<file path="config.mk">
export PLATFORM = sky130hd
export DESIGN_NAME = rs_scheduler_flat
export DESIGN_NICKNAME = d
export VERILOG_FILES = /design/src/rtl/rs_scheduler_if.sv /design/src/rtl/rs_scheduler.sv /design/src/flat_wrapper.sv
export SDC_FILE = /design/constraint.sdc
export NUM_CORES = 2
export LEC_CHECK = 0
export ABC_CLOCK_PERIOD_IN_PS = 3670
export BUFFER_PORTS_ARGS = -buffer_cell sky130_fd_sc_hd__buf_4
export CORE_MARGIN = 3
export CORE_UTILIZATION = 40
export DETAILED_ROUTE_END_ITERATION = 10
export PLACE_DENSITY = 0.63
export SYNTH_ARGS = -nofsm -noshare
export SYNTH_HDL_FRONTEND = slang
export SYNTH_SLANG_ARGS = --single-unit
</file>
<file path="constraint.sdc">
create_clock -name clk_in -period 3.67 [get_ports clk_in]
set_input_delay 0.5505 -clock clk_in [delete_from_list [all_inputs] [get_ports clk_in]]
set_output_delay 0.5505 -clock clk_in [all_outputs]
set_load 0.01 [all_outputs]
</file>
<file path="src/rtl/rs_scheduler_if.sv">
// Decoder issue port, both result broadcasts and the ALU dispatch port of the reservation station.
// The decoder/CDB side drives through master; the scheduler consumes through slave.
interface rs_scheduler_if #(
    parameter int ROB_W = 4,
    parameter int OP_W  = 6
);
    logic             issue_ready;
    logic [OP_W-1:0]  issue_op;
    logic [31:0]      issue_rs1_val;
    logic [31:0]      issue_rs2_val;
    logic [ROB_W-1:0] issue_rs1_depend;
    logic [ROB_W-1:0] issue_rs2_depend;
    logic [31:0]      issue_imm;
    logic [31:0]      issue_PC;
    logic [ROB_W-1:0] issue_rob_index;
    logic             rs_full;

    logic             alu_cdb_valid;
    logic [ROB_W-1:0] alu_cdb_rob_index;
    logic [31:0]      alu_cdb_val;
    logic             lsb_cdb_valid;
    logic [ROB_W-1:0] lsb_cdb_rob_index;
    logic [31:0]      lsb_cdb_val;

    logic             alu_valid;
    logic [OP_W-1:0]  alu_op;
    logic [31:0]      alu_rs1;
    logic [31:0]      alu_rs2;
    logic [31:0]      alu_imm;
    logic [31:0]      alu_PC;
    logic [ROB_W-1:0] alu_rob_index;

    modport master (
        output issue_ready, issue_op, issue_rs1_val, issue_rs2_val,
               issue_rs1_depend, issue_rs2_depend, issue_imm, issue_PC, issue_rob_index,
               alu_cdb_valid, alu_cdb_rob_index, alu_cdb_val,
               lsb_cdb_valid, lsb_cdb_rob_index, lsb_cdb_val,
        input  rs_full, alu_valid, alu_op, alu_rs1, alu_rs2, alu_imm, alu_PC, alu_rob_index
    );

    modport slave (
        input  issue_ready, issue_op, issue_rs1_val, issue_rs2_val,
               issue_rs1_depend, issue_rs2_depend, issue_imm, issue_PC, issue_rob_index,
               alu_cdb_valid, alu_cdb_rob_index, alu_cdb_val,
               lsb_cdb_valid, lsb_cdb_rob_index, lsb_cdb_val,
        output rs_full, alu_valid, alu_op, alu_rs1, alu_rs2, alu_imm, alu_PC, alu_rob_index
    );
endinterface

</file>
<file path="src/rtl/rs_scheduler.sv">
// Reservation station: buffers issued ops, snoops ALU/LSB CDBs, dispatches lowest ready entry.
// Latency: ready-at-issue op dispatches on the second edge; wake-up to dispatch is one edge.
// Backpressure: rs_full from registered state; issues while full are dropped, rdy_in low freezes all.
module rs_scheduler #(
    parameter int RS_SIZE = 8,
    parameter int ROB_W   = 4,
    parameter int OP_W    = 6
) (
    input  logic          clk_in,
    input  logic          rst_n_in,
    input  logic          rdy_in,
    input  logic          clear_in,
    rs_scheduler_if.slave bus
);
    localparam int IDX_W = (RS_SIZE > 1) ? $clog2(RS_SIZE) : 1;

    typedef struct packed {
        logic [OP_W-1:0]  op;
        logic [31:0]      v1;
        logic [ROB_W-1:0] q1;
        logic [31:0]      v2;
        logic [ROB_W-1:0] q2;
        logic [31:0]      imm;
        logic [31:0]      pc;
        logic [ROB_W-1:0] rob;
    } entry_t;

    typedef struct packed {
        logic [OP_W-1:0]  op;
        logic [31:0]      rs1;
        logic [31:0]      rs2;
        logic [31:0]      imm;
        logic [31:0]      pc;
        logic [ROB_W-1:0] rob;
    } out_t;

    typedef struct packed {
        logic [ROB_W-1:0] q;
        logic [31:0]      v;
    } opnd_t;

    entry_t             ent_q [RS_SIZE];
    entry_t             ent_d [RS_SIZE];
    logic [RS_SIZE-1:0] busy_q, busy_d;
    out_t               out_q, out_d;
    logic               alu_valid_q, alu_valid_d;

    logic [IDX_W-1:0]   free_idx, sel_idx;
    logic               sel_vld;
    logic               full;

    // ALU broadcast takes priority when both buses carry the awaited index.
    function automatic opnd_t snoop(input opnd_t cur,
                                    input logic av, input logic [ROB_W-1:0] ai, input logic [31:0] ad,
                                    input logic lv, input logic [ROB_W-1:0] li, input logic [31:0] ld);
        snoop = cur;
        if (cur.q != '0) begin
            if (av && cur.q == ai)      snoop = '{q: '0, v: ad};
            else if (lv && cur.q == li) snoop = '{q: '0, v: ld};
        end
    endfunction

    assign full = &busy_q;

    always_comb begin
        free_idx = '0;
        sel_idx  = '0;
        sel_vld  = 1'b0;
        for (int i = RS_SIZE - 1; i >= 0; i--) begin
            if (!busy_q[i]) free_idx = IDX_W'(i);
            if (busy_q[i] && ent_q[i].q1 == '0 && ent_q[i].q2 == '0) begin
                sel_idx = IDX_W'(i);
                sel_vld = 1'b1;
            end
        end
    end

    always_comb begin
        opnd_t o1, o2;
        o1          = '0;
        o2          = '0;
        busy_d      = busy_q;
        ent_d       = ent_q;
        out_d       = out_q;
        alu_valid_d = 1'b0;

        for (int i = 0; i < RS_SIZE; i++) begin
            if (busy_q[i]) begin
                o1 = snoop('{q: ent_q[i].q1, v: ent_q[i].v1},
                           bus.alu_cdb_valid, bus.alu_cdb_rob_index, bus.alu_cdb_val,
                           bus.lsb_cdb_valid, bus.lsb_cdb_rob_index, bus.lsb_cdb_val);
                o2 = snoop('{q: ent_q[i].q2, v: ent_q[i].v2},
                           bus.alu_cdb_valid, bus.alu_cdb_rob_index, bus.alu_cdb_val,
                           bus.lsb_cdb_valid, bus.lsb_cdb_rob_index, bus.lsb_cdb_val);
                ent_d[i].q1 = o1.q;
                ent_d[i].v1 = o1.v;
                ent_d[i].q2 = o2.q;
                ent_d[i].v2 = o2.v;
            end
        end

        if (sel_vld) begin
            busy_d[sel_idx] = 1'b0;
            alu_valid_d     = 1'b1;
            out_d = '{op: ent_q[sel_idx].op, rs1: ent_q[sel_idx].v1, rs2: ent_q[sel_idx].v2,
                      imm: ent_q[sel_idx].imm, pc: ent_q[sel_idx].pc, rob: ent_q[sel_idx].rob};
        end

        // The free slot comes from pre-edge state, so a slot freed by dispatch is never reused this edge.
        if (bus.issue_ready && !full) begin
            o1 = snoop('{q: bus.issue_rs1_depend, v: bus.issue_rs1_val},
                       bus.alu_cdb_valid, bus.alu_cdb_rob_index, bus.alu_cdb_val,
                       bus.lsb_cdb_valid, bus.lsb_cdb_rob_index, bus.lsb_cdb_val);
            o2 = snoop('{q: bus.issue_rs2_depend, v: bus.issue_rs2_val},
                       bus.alu_cdb_valid, bus.alu_cdb_rob_index, bus.alu_cdb_val,
                       bus.lsb_cdb_valid, bus.lsb_cdb_rob_index, bus.lsb_cdb_val);
            ent_d[free_idx]  = '{op: bus.issue_op, v1: o1.v, q1: o1.q, v2: o2.v, q2: o2.q,
                                 imm: bus.issue_imm, pc: bus.issue_PC, rob: bus.issue_rob_index};
            busy_d[free_idx] = 1'b1;
        end

        if (clear_in) begin
            busy_d      = '0;
            alu_valid_d = 1'b0;
            out_d       = out_q;
        end
    end

    always_ff @(posedge clk_in or negedge rst_n_in) begin
        if (!rst_n_in) begin
            busy_q      <= '0;
            out_q       <= '0;
            alu_valid_q <= 1'b0;
            for (int i = 0; i < RS_SIZE; i++) ent_q[i] <= '0;
        end else if (rdy_in) begin
            busy_q      <= busy_d;
            out_q       <= out_d;
            alu_valid_q <= alu_valid_d;
            for (int i = 0; i < RS_SIZE; i++) ent_q[i] <= ent_d[i];
        end
    end

    assign bus.rs_full       = full;
    assign bus.alu_valid     = alu_valid_q;
    assign bus.alu_op        = out_q.op;
    assign bus.alu_rs1       = out_q.rs1;
    assign bus.alu_rs2       = out_q.rs2;
    assign bus.alu_imm       = out_q.imm;
    assign bus.alu_PC        = out_q.pc;
    assign bus.alu_rob_index = out_q.rob;
endmodule

</file>
<file path="src/flat_wrapper.sv">
// flat-port wrapper written by rule: the top's interface ports become plain ports
module rs_scheduler_flat 
#(
    parameter int RS_SIZE = 8,
    parameter int ROB_W   = 4,
    parameter int OP_W    = 6
)
  (clk_in, rst_n_in, rdy_in, clear_in, bus_issue_ready, bus_issue_op, bus_issue_rs1_val, bus_issue_rs2_val, bus_issue_rs1_depend, bus_issue_rs2_depend, bus_issue_imm, bus_issue_PC, bus_issue_rob_index, bus_alu_cdb_valid, bus_alu_cdb_rob_index, bus_alu_cdb_val, bus_lsb_cdb_valid, bus_lsb_cdb_rob_index, bus_lsb_cdb_val, bus_rs_full, bus_alu_valid, bus_alu_op, bus_alu_rs1, bus_alu_rs2, bus_alu_imm, bus_alu_PC, bus_alu_rob_index);
  rs_scheduler_if #(.ROB_W(ROB_W), .OP_W(OP_W)) bus_i ();
  input  logic clk_in;
  input  logic rst_n_in;
  input  logic rdy_in;
  input  logic clear_in;
  input wire logic [$bits(bus_i.issue_ready)-1:0] bus_issue_ready;
  input wire logic [$bits(bus_i.issue_op)-1:0] bus_issue_op;
  input wire logic [$bits(bus_i.issue_rs1_val)-1:0] bus_issue_rs1_val;
  input wire logic [$bits(bus_i.issue_rs2_val)-1:0] bus_issue_rs2_val;
  input wire logic [$bits(bus_i.issue_rs1_depend)-1:0] bus_issue_rs1_depend;
  input wire logic [$bits(bus_i.issue_rs2_depend)-1:0] bus_issue_rs2_depend;
  input wire logic [$bits(bus_i.issue_imm)-1:0] bus_issue_imm;
  input wire logic [$bits(bus_i.issue_PC)-1:0] bus_issue_PC;
  input wire logic [$bits(bus_i.issue_rob_index)-1:0] bus_issue_rob_index;
  input wire logic [$bits(bus_i.alu_cdb_valid)-1:0] bus_alu_cdb_valid;
  input wire logic [$bits(bus_i.alu_cdb_rob_index)-1:0] bus_alu_cdb_rob_index;
  input wire logic [$bits(bus_i.alu_cdb_val)-1:0] bus_alu_cdb_val;
  input wire logic [$bits(bus_i.lsb_cdb_valid)-1:0] bus_lsb_cdb_valid;
  input wire logic [$bits(bus_i.lsb_cdb_rob_index)-1:0] bus_lsb_cdb_rob_index;
  input wire logic [$bits(bus_i.lsb_cdb_val)-1:0] bus_lsb_cdb_val;
  output wire logic [$bits(bus_i.rs_full)-1:0] bus_rs_full;
  output wire logic [$bits(bus_i.alu_valid)-1:0] bus_alu_valid;
  output wire logic [$bits(bus_i.alu_op)-1:0] bus_alu_op;
  output wire logic [$bits(bus_i.alu_rs1)-1:0] bus_alu_rs1;
  output wire logic [$bits(bus_i.alu_rs2)-1:0] bus_alu_rs2;
  output wire logic [$bits(bus_i.alu_imm)-1:0] bus_alu_imm;
  output wire logic [$bits(bus_i.alu_PC)-1:0] bus_alu_PC;
  output wire logic [$bits(bus_i.alu_rob_index)-1:0] bus_alu_rob_index;
  assign bus_i.issue_ready = bus_issue_ready;
  assign bus_i.issue_op = bus_issue_op;
  assign bus_i.issue_rs1_val = bus_issue_rs1_val;
  assign bus_i.issue_rs2_val = bus_issue_rs2_val;
  assign bus_i.issue_rs1_depend = bus_issue_rs1_depend;
  assign bus_i.issue_rs2_depend = bus_issue_rs2_depend;
  assign bus_i.issue_imm = bus_issue_imm;
  assign bus_i.issue_PC = bus_issue_PC;
  assign bus_i.issue_rob_index = bus_issue_rob_index;
  assign bus_i.alu_cdb_valid = bus_alu_cdb_valid;
  assign bus_i.alu_cdb_rob_index = bus_alu_cdb_rob_index;
  assign bus_i.alu_cdb_val = bus_alu_cdb_val;
  assign bus_i.lsb_cdb_valid = bus_lsb_cdb_valid;
  assign bus_i.lsb_cdb_rob_index = bus_lsb_cdb_rob_index;
  assign bus_i.lsb_cdb_val = bus_lsb_cdb_val;
  assign bus_rs_full = bus_i.rs_full;
  assign bus_alu_valid = bus_i.alu_valid;
  assign bus_alu_op = bus_i.alu_op;
  assign bus_alu_rs1 = bus_i.alu_rs1;
  assign bus_alu_rs2 = bus_i.alu_rs2;
  assign bus_alu_imm = bus_i.alu_imm;
  assign bus_alu_PC = bus_i.alu_PC;
  assign bus_alu_rob_index = bus_i.alu_rob_index;
  rs_scheduler #(.RS_SIZE(RS_SIZE), .ROB_W(ROB_W), .OP_W(OP_W)) u_core (.clk_in(clk_in), .rst_n_in(rst_n_in), .rdy_in(rdy_in), .clear_in(clear_in), .bus(bus_i));
endmodule
</file>
## Word-level counts from Yosys, hierarchy flattened

Cells that the tools add are included.

- Register bits after elaboration: 1,315
- Output and inout bits: 140
- Logic and storage cells: 319

- Magnitude comparators: 7
- Equal/unequal tests: 36
- Muxes and demuxes: 104
- Bitwise gates (word level): 6
- Reduce and logical (&&, ||, !) cells: 94

Operators by type and width:

| operator | count |
|---|---|
| 36-bit 2-to-1 mux | 56 |
| 1168-bit bitwise mux | 1 |
| 1162-bit 2-to-1 mux | 1 |
| 72-bit 2-to-1 mux | 8 |
| 146-bit binary-select mux with 3-bit select | 1 |
| 146-bit demux with 3-bit select | 1 |
| 146-bit 2-to-1 mux | 3 |
| 4-bit equality test | 36 |
| 4-bit nonzero test | 18 |
| 4-bit logical NOT | 16 |
| 1-bit logical AND | 56 |
| 3-bit 2-to-1 mux | 16 |
| 8-bit 2-to-1 mux | 3 |
| 1-bit 2-to-1 mux | 12 |
| 8-bit AND | 1 |
| 4-bit greater-or-equal comparator (second input constant) | 2 |
| 3-bit by 4-bit less-than comparator with 1-bit output (second input constant) | 2 |
| 3-bit NOT with 4-bit output | 2 |
| 8-bit NOT | 1 |
| 8-bit bitwise OR | 1 |
| 8-bit AND reduction | 1 |
| 1-bit demux with 3-bit select | 2 |
| 3-bit by 1-bit greater-or-equal comparator with 1-bit output (second input constant) | 2 |
| 4-bit by 1-bit less-than comparator with 1-bit output (second input constant) | 1 |
| 4 further kinds | 4 |

## Longest topological paths before layout

- Depth after elaboration: 21
- Gate-level depth with buffers: 11

## Worst setup path after synthesis

OpenSTA, ideal clock, no wires.

- Path kind: input to register
- From: input port bus_alu_cdb_rob_index[1]
- To: register, netlist name u_core.ent_q[549]
- Arrival time: 2.731 ns
- Required time: 3.527 ns
- Slack: 0.796 ns
- Stages: 10
- Buffers on the path: 3
- Cell sequence: buf_2 > buf_2 > xnor2_1 > nand2_1 > nor4_1 > nor3_1 > clkbuf_1 > a22o_1 > a22oi_1 > o21ai_0

- Longest elaborated chain between the ends: 7
- Elaborated cells on any way between the ends: 12
- Classes of those cells: eq/ne: 2; mux: 8; reduce/logical: 2

RTL lines:

| element | line | text |
|---|---|---|
| start, declared | flat_wrapper.sv:24 | `input wire logic [$bits(bus_i.alu_cdb_rob_index)-1:0] bus_alu_cdb_rob_index;` |
| 4-bit equality test | rs_scheduler.sv:58 | `if (av && cur.q == ai) snoop = '{q: '0, v: ad};` |
| 1-bit logical AND | rs_scheduler.sv:58 |  |
| 36-bit 2-to-1 mux | rs_scheduler.sv:58 |  |
| 36-bit 2-to-1 mux | rs_scheduler.sv:57 | `if (cur.q != '0) begin` |
| 72-bit 2-to-1 mux / 36-bit 2-to-1 mux (equally long branches) | rs_scheduler.sv:88, rs_scheduler.sv:110 |  |
| 1168-bit bitwise mux | rs_scheduler.sv:117 | `ent_d[free_idx] = '{op: bus.issue_op, v1: o1.v, q1: o1.q, v2: o2.v, q2: o2.q,` |
| 1162-bit 2-to-1 mux * | rs_scheduler.sv:110 | `if (bus.issue_ready && !full) begin` |

Mark *: on every way between the ends. The rest lies on a longest branch, timed or not. The select of a mux whose other input is x is not followed.
A chain may end at the register's enable or synchronous reset.

## Worst setup path after layout

- From: register, netlist name u_core.ent_q[834]
- To: register u_core.out_q (netlist bit u_core.bus.alu_rs1[14])

- Longest elaborated chain between the ends: 10
- Elaborated cells on any way between the ends: 14
- Classes of those cells: mux: 9; bitwise: 1; reduce/logical: 4

RTL lines:

| element | line | text |
|---|---|---|
| 4-bit logical NOT * | rs_scheduler.sv:71 | `if (busy_q[i] && ent_q[i].q1 == '0 && ent_q[i].q2 == '0) begin` |
| 1-bit logical AND * (2 in a row) | rs_scheduler.sv:71 |  |
| 3-bit 2-to-1 mux (3 in a row) | rs_scheduler.sv:71 |  |
| 3-bit NOT with 4-bit output (not written as such) | rs_scheduler.sv:105 | `out_d = '{op: ent_q[sel_idx].op, rs1: ent_q[sel_idx].v1, rs2: ent_q[sel_idx].v2,` |
| 146-bit binary-select mux with 3-bit select | rs_scheduler.sv:105 |  |
| 146-bit 2-to-1 mux (2 in a row) | -- |  |
| end signal, assigned | rs_scheduler.sv:137 | `out_q <= out_d;` |
| end, declared | rs_scheduler.sv:45 | `out_t out_q, out_d;` |

Marked as above.

==> reports/qor.yml <==
outcome:
  status: "completed"
clocking:
  tritoncts: "done"
  clkLatencyLatePin_ns: 0.82
  cts_resized: 0
  clock_path_buffers: 3
  cts_root_buf: "clkbuf_16"
  clock-sinks: 1315
  htreeDepth: 4
  clk_pin_slew_ns: 0.06
  numCtsBuffers: 145
yosys:
  seq_area_frac_synth_pct: 50.5
  yosysMostFrequentCell: "nand2_1"
  synth-edff-count: 0
  synth-seq-cells: 1315
  yosys-top-cells-count: "nand2_1, dfrtp_1, clkbuf_1"
  synth.avg_cell_area_um2: 9.72
  synth_cell_type_count: 58
  ys.flop_type: "dfrtp_1"
  synth_area_leader_cell: "dfrtp_1"
  syn_inst: 6705
  async_reset_ff_share_pct: 100
  synth_area_leaders: "dfrtp_1, nand2_1, a22oi_1"
  syn-num-nets: 6930
  yosys.area.top_type_share_pct: 50.5
  yosysWarnings: 0
  synth_area_mm2: 0.0652
routing:
  drtPass1Iterations: 10
  drc: 0
  initialDrtViolationCount: 9666
  via_per_inst: 6.70
  vias: 60900
  routed_wl_um: 279000
  drt-wirelength-per-cell_um: 30.7
  drtAntennaViolNets: 0
hold_path:
  hp-class: "primary input to flip-flop"
sta:
  max_freq_mhz: 298
  setup_violations: 0
  fin_ws_ns: 0.316
  fin_setup_tns_ns: 0
  worst_pin_slew_ns: 1.21
  period_share_pct: 91.4
  fin_crit_ns: 3.35
  rsz0062_at_grt: "no"
  slew_viol_final: 0
  timing.final.hold_violations: 0
  slew_headroom_pct: 19.3
  fin_worst_skew_ns: 0.0487
floorplanning:
  start_util_pct: 40.4
  die_h_um: 410
  io_pins: 365
  die_width_um: 410
  rows: 147
  dieArea_mm2: 0.168
  core_area_mm2: 0.161
cells_and_area:
  fillers: 14800
  nNetsFinal: 7034
  final_core_util_pct: 47.8
  multi_input_area_mm2: 0.0300
  regArea_mm2: 0.0329
  area_growth_pct: 18.2
  drive_gt1_share_pct: 16.4
power_and_ir_drop:
  sw_frac_of_total_pct: 35.1
  comb_power_share_pct: 24.9
  irDropWorstVdd_mv: 0.528
  p_int_mw: 29.1
  seqPwrFrac_pct: 41.2
  p_leak_nw: 33.9
  clock_power_share_pct: 33.9
  power.density_mw_per_mm2: 581
  switchingPower_mw: 15.7
worst_setup_path:
  worstSetupEndpointType: "flip-flop"
  worstRegToRegCells: 7
  cp_slowest_cell: "a21oi_4"
  r2r-start: "u_core.ent_q[834]"
  crit_end: "u_core.bus.alu_rs1[14]"
  crit_chain: "nor4_1 > nand3_1 > a21oi_4 > buf_12 > a222oi_1 > or3_1 > o211ai_1"
  worstPathArrival_ns: 4.06
  cp_max_fo: 64
  r2r-end: "u_core.bus.alu_rs1[14]"
  startpoint: "u_core.ent_q[834]"
  worstPathRequired_ns: 4.38
  startpoint_type: "flip-flop"
  crit_type: "flip-flop to flip-flop"
  r2r_slack_ns: 0.32
  cpPeakStageDelay_ns: 0.65
global_route:
  grt_pass1_wl_um: 408000
  grt_max_degree: 140
  grt_pass1_vias: 60500
  grt_use_total_pct: 32.1
  antenna_found_initial: 20
  overflow: 0
place:
  place_hpwl_um: 152000
  place.gp.congestion: 0.907
  place_ws_ns: 0.428
  port_buffers: 364
flow_run:
  maxCapViolCount: 0
-- what timing repair did --
item	CTS	global route
hold buffers	75	0
hold endpoints to repair	507	0
buffers inserted	0	0
-- registers in the layout (all words and copies together), names as in the netlist --
name / flops
u_core.bus.alu_PC: 32
u_core.bus.alu_rs1: 32
u_core.bus.alu_imm: 32
u_core.bus.alu_valid: 1
u_core.bus.alu_op: 6
u_core.bus.alu_rs2: 32
u_core.busy_q: 8
u_core.ent_q: 1168
u_core.bus.alu_rob_index: 4
-- placed cells by master (no fill, tap or decap), types with 9 or more instances in the layout --
cell	synthesis	layout
nor4_2	3	11
diode_2	0	13
clkbuf_8	0	35
a211o_1	19	18
clkbuf_16	0	146
o21ai_4	0	9
a21oi_1	163	159
nor4_1	33	22
or3_1	113	113
o31a_1	11	11
o21ai_0	345	344
o211ai_1	94	94
nor3_1	40	34
a22oi_1	437	437
a222oi_1	249	249
nor2_1	376	360
dlygate4sd3_1	0	75
xor2_1	83	83
xnor2_1	61	61
buf_12	0	92
nor2_4	0	13
a22o_1	199	199
o22ai_1	67	67
o21a_1	13	12
mux2i_1	228	228
nand2b_1	17	16
nand2_1	1419	1410
o221ai_1	101	101
dfrtp_1	1315	1315
mux2_2	222	222
inv_1	14	14
nand3_1	29	28
clkinv_2	0	16
clkbuf_1	613	29
a221oi_1	202	202
o22a_1	60	60
nand2_4	0	9
buf_4	1	507
-- layout make-up --
class                   count  area share (%)
multi-input cells        4658            38.9
well taps                2160            3.51
inverters                  14          0.0682
diodes                     13          0.0422
flip-flops and latches   1315            42.7
clock inverters            45           0.900
clock buffers             210            5.51
repair buffers            675            8.34
-- through the flow --
| step | total power [mW] | cell area (um^2) | std cells | hold slack, ns |
|---|---|---|---|---|
| 6_report | 44.8 | 77000 | 9090 | 0.126 |
| 5_1_grt | 46.3 | 77000 | 9083 | 0.0949 |
| 3_3_place_gp | 29.1 | 71300 | 8747 | 0.457 |
| 2_1_floorplan | 23.7 | 65200 | 6705 | 0.255 |
| 3_5_place_dp | 29.4 | 71300 | 8747 | 0.462 |
| 4_1_cts | 44.6 | 77000 | 9077 | 0.0693 |
-- power by group through the flow --
| stage | combinational (mW) | sequential [mW] | clock [mW] |
|---|---|---|---|
| after floorplan | 5.52 | 18.2 | 0 |
| after detailed placement | 10.8 | 18.6 | 0 |
| after global routing | 11.8 | 18.6 | 15.9 |
| after CTS | 10.9 | 18.4 | 15.3 |
| final | 11.1 | 18.4 | 15.2 |
| after global placement | 10.6 | 18.6 | 0 |
-- metal layers --
layer  track usage (%)  wire (um)
met3              9.58      33700
met5                 0         61
met1              41.8     107000
met4              18.3      17500
met2              47.6     120000
-- worst min path at each step --
stage,cells past startpoint,from,slack [ns],end
after floorplan,0,rst_n_in,0.25,u_core.bus.alu_PC[0]
final,2,clear_in,0.13,u_core.busy_q[6]
after global placement,2,u_core.ent_q[1058],0.46,u_core.ent_q[1058]
after global routing,2,clear_in,0.09,u_core.busy_q[6]
after CTS,2,clear_in,0.07,u_core.busy_q[6]
after detailed placement,2,u_core.ent_q[23],0.46,u_core.ent_q[23]
-- kinds of logic after synthesis --
group | share of synthesized area [%]
xor+xnor | 1.94
mux | 7.34
flops | 50.5
compound gates | 23.0
buf+inv | 4.29
simple gates | 13.0
-- worst max-delay path, delay by kind of cell, from the launching register on --
kind	cells	cell delay, ns
AND/OR/NAND/NOR	3	1.37
AO/OA/AOI/OAI	3	0.91
flip-flops	1	0.46
buffers and inverters	1	0.44
(Power assumes the default switching activity.)
